<file path="config.mk">
export PLATFORM = sky130hd
export DESIGN_NAME = ahb_mem_arbiter
export DESIGN_NICKNAME = d
export VERILOG_FILES = /design/src/rtl/ahb_mem_arbiter.sv
export SDC_FILE = /design/constraint.sdc
export NUM_CORES = 1
export LEC_CHECK = 0
export CORE_MARGIN = 1.5
export CORE_UTILIZATION = 35
export DETAILED_ROUTE_END_ITERATION = 8
export PLACE_DENSITY = 0.76
export SYNTH_ARGS = -nofsm -noshare
export SYNTH_HDL_FRONTEND = slang
export SYNTH_SLANG_ARGS = --single-unit
</file>
<file path="constraint.sdc">
create_clock -name HCLK -period 3.7 [get_ports HCLK]
set_clock_uncertainty 0.2 [all_clocks]
set_input_delay 0.925 -clock HCLK [delete_from_list [all_inputs] [get_ports HCLK]]
set_output_delay 0.925 -clock HCLK [all_outputs]
set_load 0.02 [all_outputs]
</file>
<file path="src/rtl/ahb_mem_arbiter.sv">
// Two-master AHB-Lite arbiter in front of a single-ported memory slave.
// Losing address phases are parked in a per-master pend register and replayed on grant.
module ahb_mem_arbiter #(
   parameter int ADDR_WIDTH = 32,
   parameter bit FIXED_PRIO = 1'b0
) (
   input  logic                  HCLK,
   input  logic                  HRESET,
   input  logic                  M0_HSEL,
   input  logic [ADDR_WIDTH-1:0] M0_HADDR,
   input  logic [1:0]            M0_HTRANS,
   input  logic                  M0_HWRITE,
   input  logic [2:0]            M0_HSIZE,
   input  logic [31:0]           M0_HWDATA,
   output logic                  M0_HREADY,
   output logic [31:0]           M0_HRDATA,
   output logic [1:0]            M0_HRESP,
   input  logic                  M1_HSEL,
   input  logic [ADDR_WIDTH-1:0] M1_HADDR,
   input  logic [1:0]            M1_HTRANS,
   input  logic                  M1_HWRITE,
   input  logic [2:0]            M1_HSIZE,
   input  logic [31:0]           M1_HWDATA,
   output logic                  M1_HREADY,
   output logic [31:0]           M1_HRDATA,
   output logic [1:0]            M1_HRESP,
   output logic                  S_HSEL,
   output logic [ADDR_WIDTH-1:0] S_HADDR,
   output logic [1:0]            S_HTRANS,
   output logic                  S_HWRITE,
   output logic [2:0]            S_HSIZE,
   output logic [31:0]           S_HWDATA,
   output logic                  S_HREADY,
   input  logic                  S_HREADYOUT,
   input  logic [31:0]           S_HRDATA,
   input  logic [1:0]            S_HRESP
);

   typedef enum logic [1:0] {ST_IDLE, ST_PEND, ST_DATA} st_e;

   st_e                  state_q [2];
   st_e                  state_d [2];
   logic [ADDR_WIDTH-1:0] pend_addr_q [2];
   logic [ADDR_WIDTH-1:0] pend_addr_d [2];
   logic [1:0]           pend_trans_q [2];
   logic [1:0]           pend_trans_d [2];
   logic [2:0]           pend_size_q [2];
   logic [2:0]           pend_size_d [2];
   logic [1:0]           pend_write_q, pend_write_d;
   logic                 owner_q, owner_d;
   logic                 owner_valid_q, owner_valid_d;
   logic                 last_grant_q, last_grant_d;

   logic [1:0]           m_sel, m_write;
   logic [ADDR_WIDTH-1:0] m_addr [2];
   logic [1:0]           m_trans [2];
   logic [2:0]           m_size [2];

   logic [1:0]           hready, req, cand;
   logic                 win, win_valid, commit, src_pend;
   logic [ADDR_WIDTH-1:0] src_addr;
   logic [1:0]           src_trans;
   logic [2:0]           src_size;
   logic                 src_write;

   assign m_sel     = {M1_HSEL, M0_HSEL};
   assign m_write   = {M1_HWRITE, M0_HWRITE};
   assign m_addr[0] = M0_HADDR;
   assign m_addr[1] = M1_HADDR;
   assign m_trans[0] = M0_HTRANS;
   assign m_trans[1] = M1_HTRANS;
   assign m_size[0] = M0_HSIZE;
   assign m_size[1] = M1_HSIZE;

   always_comb begin
      hready = 2'b11;
      req    = 2'b00;
      cand   = 2'b00;
      for (int n = 0; n < 2; n++) begin
         if (state_q[n] == ST_PEND)      hready[n] = 1'b0;
         else if (state_q[n] == ST_DATA) hready[n] = S_HREADYOUT;
         req[n]  = m_sel[n] & m_trans[n][1] & hready[n];
         cand[n] = (state_q[n] == ST_PEND) | req[n];
      end
   end

   // With both masters contending, round-robin hands the grant to whoever did not win last.
   always_comb begin
      win_valid = |cand;
      win       = (cand == 2'b11) ? (FIXED_PRIO ? 1'b0 : ~last_grant_q) : cand[1];
      commit    = S_HREADYOUT & win_valid & ~HRESET;
      src_pend  = (state_q[win] == ST_PEND);
      src_addr  = src_pend ? pend_addr_q[win]  : m_addr[win];
      src_trans = src_pend ? pend_trans_q[win] : m_trans[win];
      src_size  = src_pend ? pend_size_q[win]  : m_size[win];
      src_write = src_pend ? pend_write_q[win] : m_write[win];
   end

   always_comb begin
      pend_write_d  = pend_write_q;
      owner_d       = owner_q;
      owner_valid_d = owner_valid_q;
      last_grant_d  = last_grant_q;
      for (int n = 0; n < 2; n++) begin
         state_d[n]      = state_q[n];
         pend_addr_d[n]  = pend_addr_q[n];
         pend_trans_d[n] = pend_trans_q[n];
         pend_size_d[n]  = pend_size_q[n];
         if (commit && (win == 1'(n))) begin
            state_d[n] = ST_DATA;
         end else if (req[n]) begin
            state_d[n]      = ST_PEND;
            pend_addr_d[n]  = m_addr[n];
            pend_trans_d[n] = m_trans[n];
            pend_size_d[n]  = m_size[n];
            pend_write_d[n] = m_write[n];
         end else if (S_HREADYOUT && (state_q[n] == ST_DATA)) begin
            state_d[n] = ST_IDLE;
         end
      end
      if (commit) begin
         owner_d       = win;
         owner_valid_d = 1'b1;
         last_grant_d  = win;
      end else if (S_HREADYOUT && !win_valid) begin
         owner_valid_d = 1'b0;
      end
   end

   always_ff @(posedge HCLK) begin
      if (HRESET) begin
         for (int n = 0; n < 2; n++) begin
            state_q[n]      <= ST_IDLE;
            pend_addr_q[n]  <= '0;
            pend_trans_q[n] <= 2'b00;
            pend_size_q[n]  <= 3'd0;
         end
         pend_write_q  <= 2'b00;
         owner_q       <= 1'b0;
         owner_valid_q <= 1'b0;
         last_grant_q  <= 1'b1;
      end else begin
         for (int n = 0; n < 2; n++) begin
            state_q[n]      <= state_d[n];
            pend_addr_q[n]  <= pend_addr_d[n];
            pend_trans_q[n] <= pend_trans_d[n];
            pend_size_q[n]  <= pend_size_d[n];
         end
         pend_write_q  <= pend_write_d;
         owner_q       <= owner_d;
         owner_valid_q <= owner_valid_d;
         last_grant_q  <= last_grant_d;
      end
   end

   // Any active transfer type is forwarded as NONSEQ; bursts are not kept intact.
   assign S_HSEL    = commit;
   assign S_HTRANS  = (commit && (src_trans != 2'b00)) ? 2'b10 : 2'b00;
   assign S_HADDR   = src_addr;
   assign S_HWRITE  = src_write;
   assign S_HSIZE   = src_size;
   assign S_HWDATA  = owner_valid_q ? (owner_q ? M1_HWDATA : M0_HWDATA) : 32'h0;
   assign S_HREADY  = S_HREADYOUT;

   assign M0_HREADY = hready[0];
   assign M1_HREADY = hready[1];
   assign M0_HRDATA = S_HRDATA;
   assign M1_HRDATA = S_HRDATA;
   assign M0_HRESP  = S_HRESP;
   assign M1_HRESP  = S_HRESP;

endmodule

</file>
==> out/qor.yml, run 1 <==
outcome:
  outcome: "finished with violations"
  violations: "negative setup slack"
synthesis:
  synth_seq_area_share: 0.426
  synthesis.nets: 764
  netlist_area_sq_um: 5640
  synth_edf_count: 74
  avgSynthCellArea_sq_um: 9.65
  synth_warnings: 0
  synthCells: 585
  ys_ff_latch: 83
  ys.flop_type: "edfxtp_1"
  yosysUniqueCellTypes: 38
  synthArstFlopShare: 0
cts:
  cts-buffers-inserted: 9
  cts_tree: "yes"
  htreeDepth: 3
  clk_pin_slew_ns: 0.06
  cts_max_path_buffers: 2
  cts.sinks: 83
  clock_latency_ns: 0.33
  cts_root_buffer: "clkbuf_16"
sta:
  hold_slack_ns: 0.276
  setup_ws_ns: -0.0190
  worst_pin_slew_ns: 0.631
  slew_headroom: 0.579
  hold_viol_final: 0
  fmax_mhz: 269
  period_minus_slack_ns: 3.72
  rsz0062_at_grt: "true"
  slew_viol_final: 0
  period_share: 1.01
  setup_viol: 1
  totalNegativeSetupSlack_ns: -0.0190
grt:
  antenna_found_initial: 2
  grt-ovfl-total: 0
  grt_pass1_vias: 4620
  grtUsageTotal: 0.209
  grt_max_degree: 40
  grt_pass1_wl_um: 26400
power_and_ir_drop:
  leakage_nw: 3.15
  p_per_area_nw_per_um2: 372
  irDropWorstVdd_mv: 0.209
worst_setup_path:
  start_kind: "primary input"
  timing_worst_setup_path_type: "primary input to primary output"
  arrival_ns: 2.59
  cp.required_ns: 2.57
  cp-end-kind: "primary output"
  crit_fanout: 18
drt:
  dr.pass1.iters: 4
  met2_length_um: 9000
  vias: 4802
  drt_iter0_markers: 186
  viasPerCell: 4.93
  wl_per_cell_um: 18.9
  wl_met3_um: 1650
  met1Wirelength_um: 7180
  route.top_layer_used: "met4"
  ant_nets: 0
  wl_um: 18400
  drc: 0
die:
  boundaryPins: 321
  dieArea_sq_um: 16900
  coreArea_sq_um: 15800
  die_w_um: 130
  fp.dieH_um: 130
  row_count: 46
  initial_core_util: 0.357
flow_run:
  max-cap-violations: 0
placed_design:
  place_ws_ns: -0.805
  dp_hpwl_um: 13100
  gp_congestion: 0.851
  portBuffers: 217
cells_and_area:
  layout-drive-gt1-share: 0.194
  area_growth_pct: 46.5
  num-fill-cells: 1456
  fin_nets: 931
min_path:
  hold_class: "flip-flop to flip-flop"
[cells in the mapped netlist, types with 2 or more instances]
cell type / n / share of area
and2_1: 110 / 0.12
nand2_1: 84 / 0.056
buf_4: 75 / 0.10
edfxtp_1: 74 / 0.39
a31oi_1: 37 / 0.041
nor2b_1: 34 / 0.038
mux2i_1: 33 / 0.059
a211oi_1: 25 / 0.033
buf_2: 15 / 0.013
clkbuf_1: 15 / 0.010
a211oi_2: 13 / 0.029
dfxtp_1: 9 / 0.032
nor2_1: 8 / 0.0053
buf_6: 7 / 0.014
a21oi_1: 6 / 0.0053
nand2b_1: 6 / 0.0067
o21ai_0: 4 / 0.0035
a21o_1: 3 / 0.0040
a21oi_2: 3 / 0.0047
nor3_1: 3 / 0.0027
inv_1: 2 / 0.0013
nor3b_1: 2 / 0.0027
o211ai_1: 2 / 0.0027
[registers in the layout, indices dropped and copies added, names as in the netlist]
signal / count
last_grant_q: 1
owner_q: 1
owner_valid_q: 1
pend_addr_q: 64
pend_size_q: 6
pend_trans_q: 4
pend_write_q: 2
state_q: 4
[final timing paths]
check,start,endpoint,slack (ns),cells after the start
setup / recovery,S_HREADYOUT,S_HADDR[18],-0.02,10
hold / removal,pend_write_q[1],pend_write_q[1],0.28,2
setup reg to reg,state_q[1][1],pend_addr_q[1][31],0.94,7
hold reg to reg,pend_write_q[1],pend_write_q[1],0.28,2
[placed cells by master, fill, tap and decap left out, types with 4 or more instances in the layout]
master and n:
clkdlybuf4s50_1 173, a31oi_1 33, mux2i_1 33, buf_2 17, nand2_1 84, nor2_1 8, nor2b_1 33, a211oi_2 22
a21oi_1 6, buf_12 8, dfxtp_1 8, nand2b_1 4, a31oi_2 4, and2_1 110, a211oi_1 15, buf_4 58
edfxtp_1 74, clkbuf_16 11, o21ai_0 4
[logic make-up after synthesis]
logic type             Yosys count  share of synthesized area
buffers and inverters          115                      0.139
AOI/OAI and AO/OA              106                      0.143
DFF                             83                      0.426
and+or+nand+nor                247                      0.233
other                            1                   0.000664
muxes                           33                     0.0585
[repair_timing]
item / in CTS / in global routing
buffers inserted: 3 / 3
pin swaps: 3 / 5
endpoints found under the setup margin: 40 / 36
gates resized for setup: 223 / 27
cloned: 3 / 2
hold buffers: 0 / 0
[critical path: stages]
cell and delay, ns:
buf_4 0.14, o211ai_4 0.20, a21boi_4 0.08, a221o_2 0.40
buf_12 0.17, buf_12 0.13, buf_16 0.15, a211oi_2 0.14
a31oi_1 0.08, buf_4 0.17
[power breakdown]
group	switching (mW)	internal, mW	total, mW
Sequential	0.0326	1.10	1.13
Combinational	0.453	0.457	0.911
Clock	0.377	0.660	1.04
Total	0.863	2.22	3.08
[final cells by class]
class,instances,area [sq um],area share
sequential,83,2400,0.291
clock inverter,7,115,0.0139
inverter,3,11.3,0.00136
timing repair buffer,268,2650,0.320
antenna,2,5.00,0.000605
multi-input combinational,387,2590,0.314
tap,216,270,0.0327
clock buffer,9,225,0.0272
[routing by layer]
layer / GRT usage / vias to the layer above
met5: 0 / -
met3: 0.0636 / 40
met1: 0.246 / 2222
met2: 0.358 / 229
li1: - / 2311
met4: 0.0830 / 0
[stage by stage]
stage	utilization	cell area, sq um	total power, mW	instances
after CTS	0.510	8080	3.06	968
after detailed placement	0.487	7710	2.03	946
after global routing	0.522	8270	3.19	975
after floorplan	-	5640	1.66	585
after global placement	0.487	7710	2.02	946
final	0.522	8270	3.08	975
No activity file was read; power rests on OpenSTA's default activity.
==> run 2, diff against run 1 <==
- ABC_AREA: not set -> 0
==> results of run 2 <==
The final DEF is identical to that of run 1; final timing and power are the same.
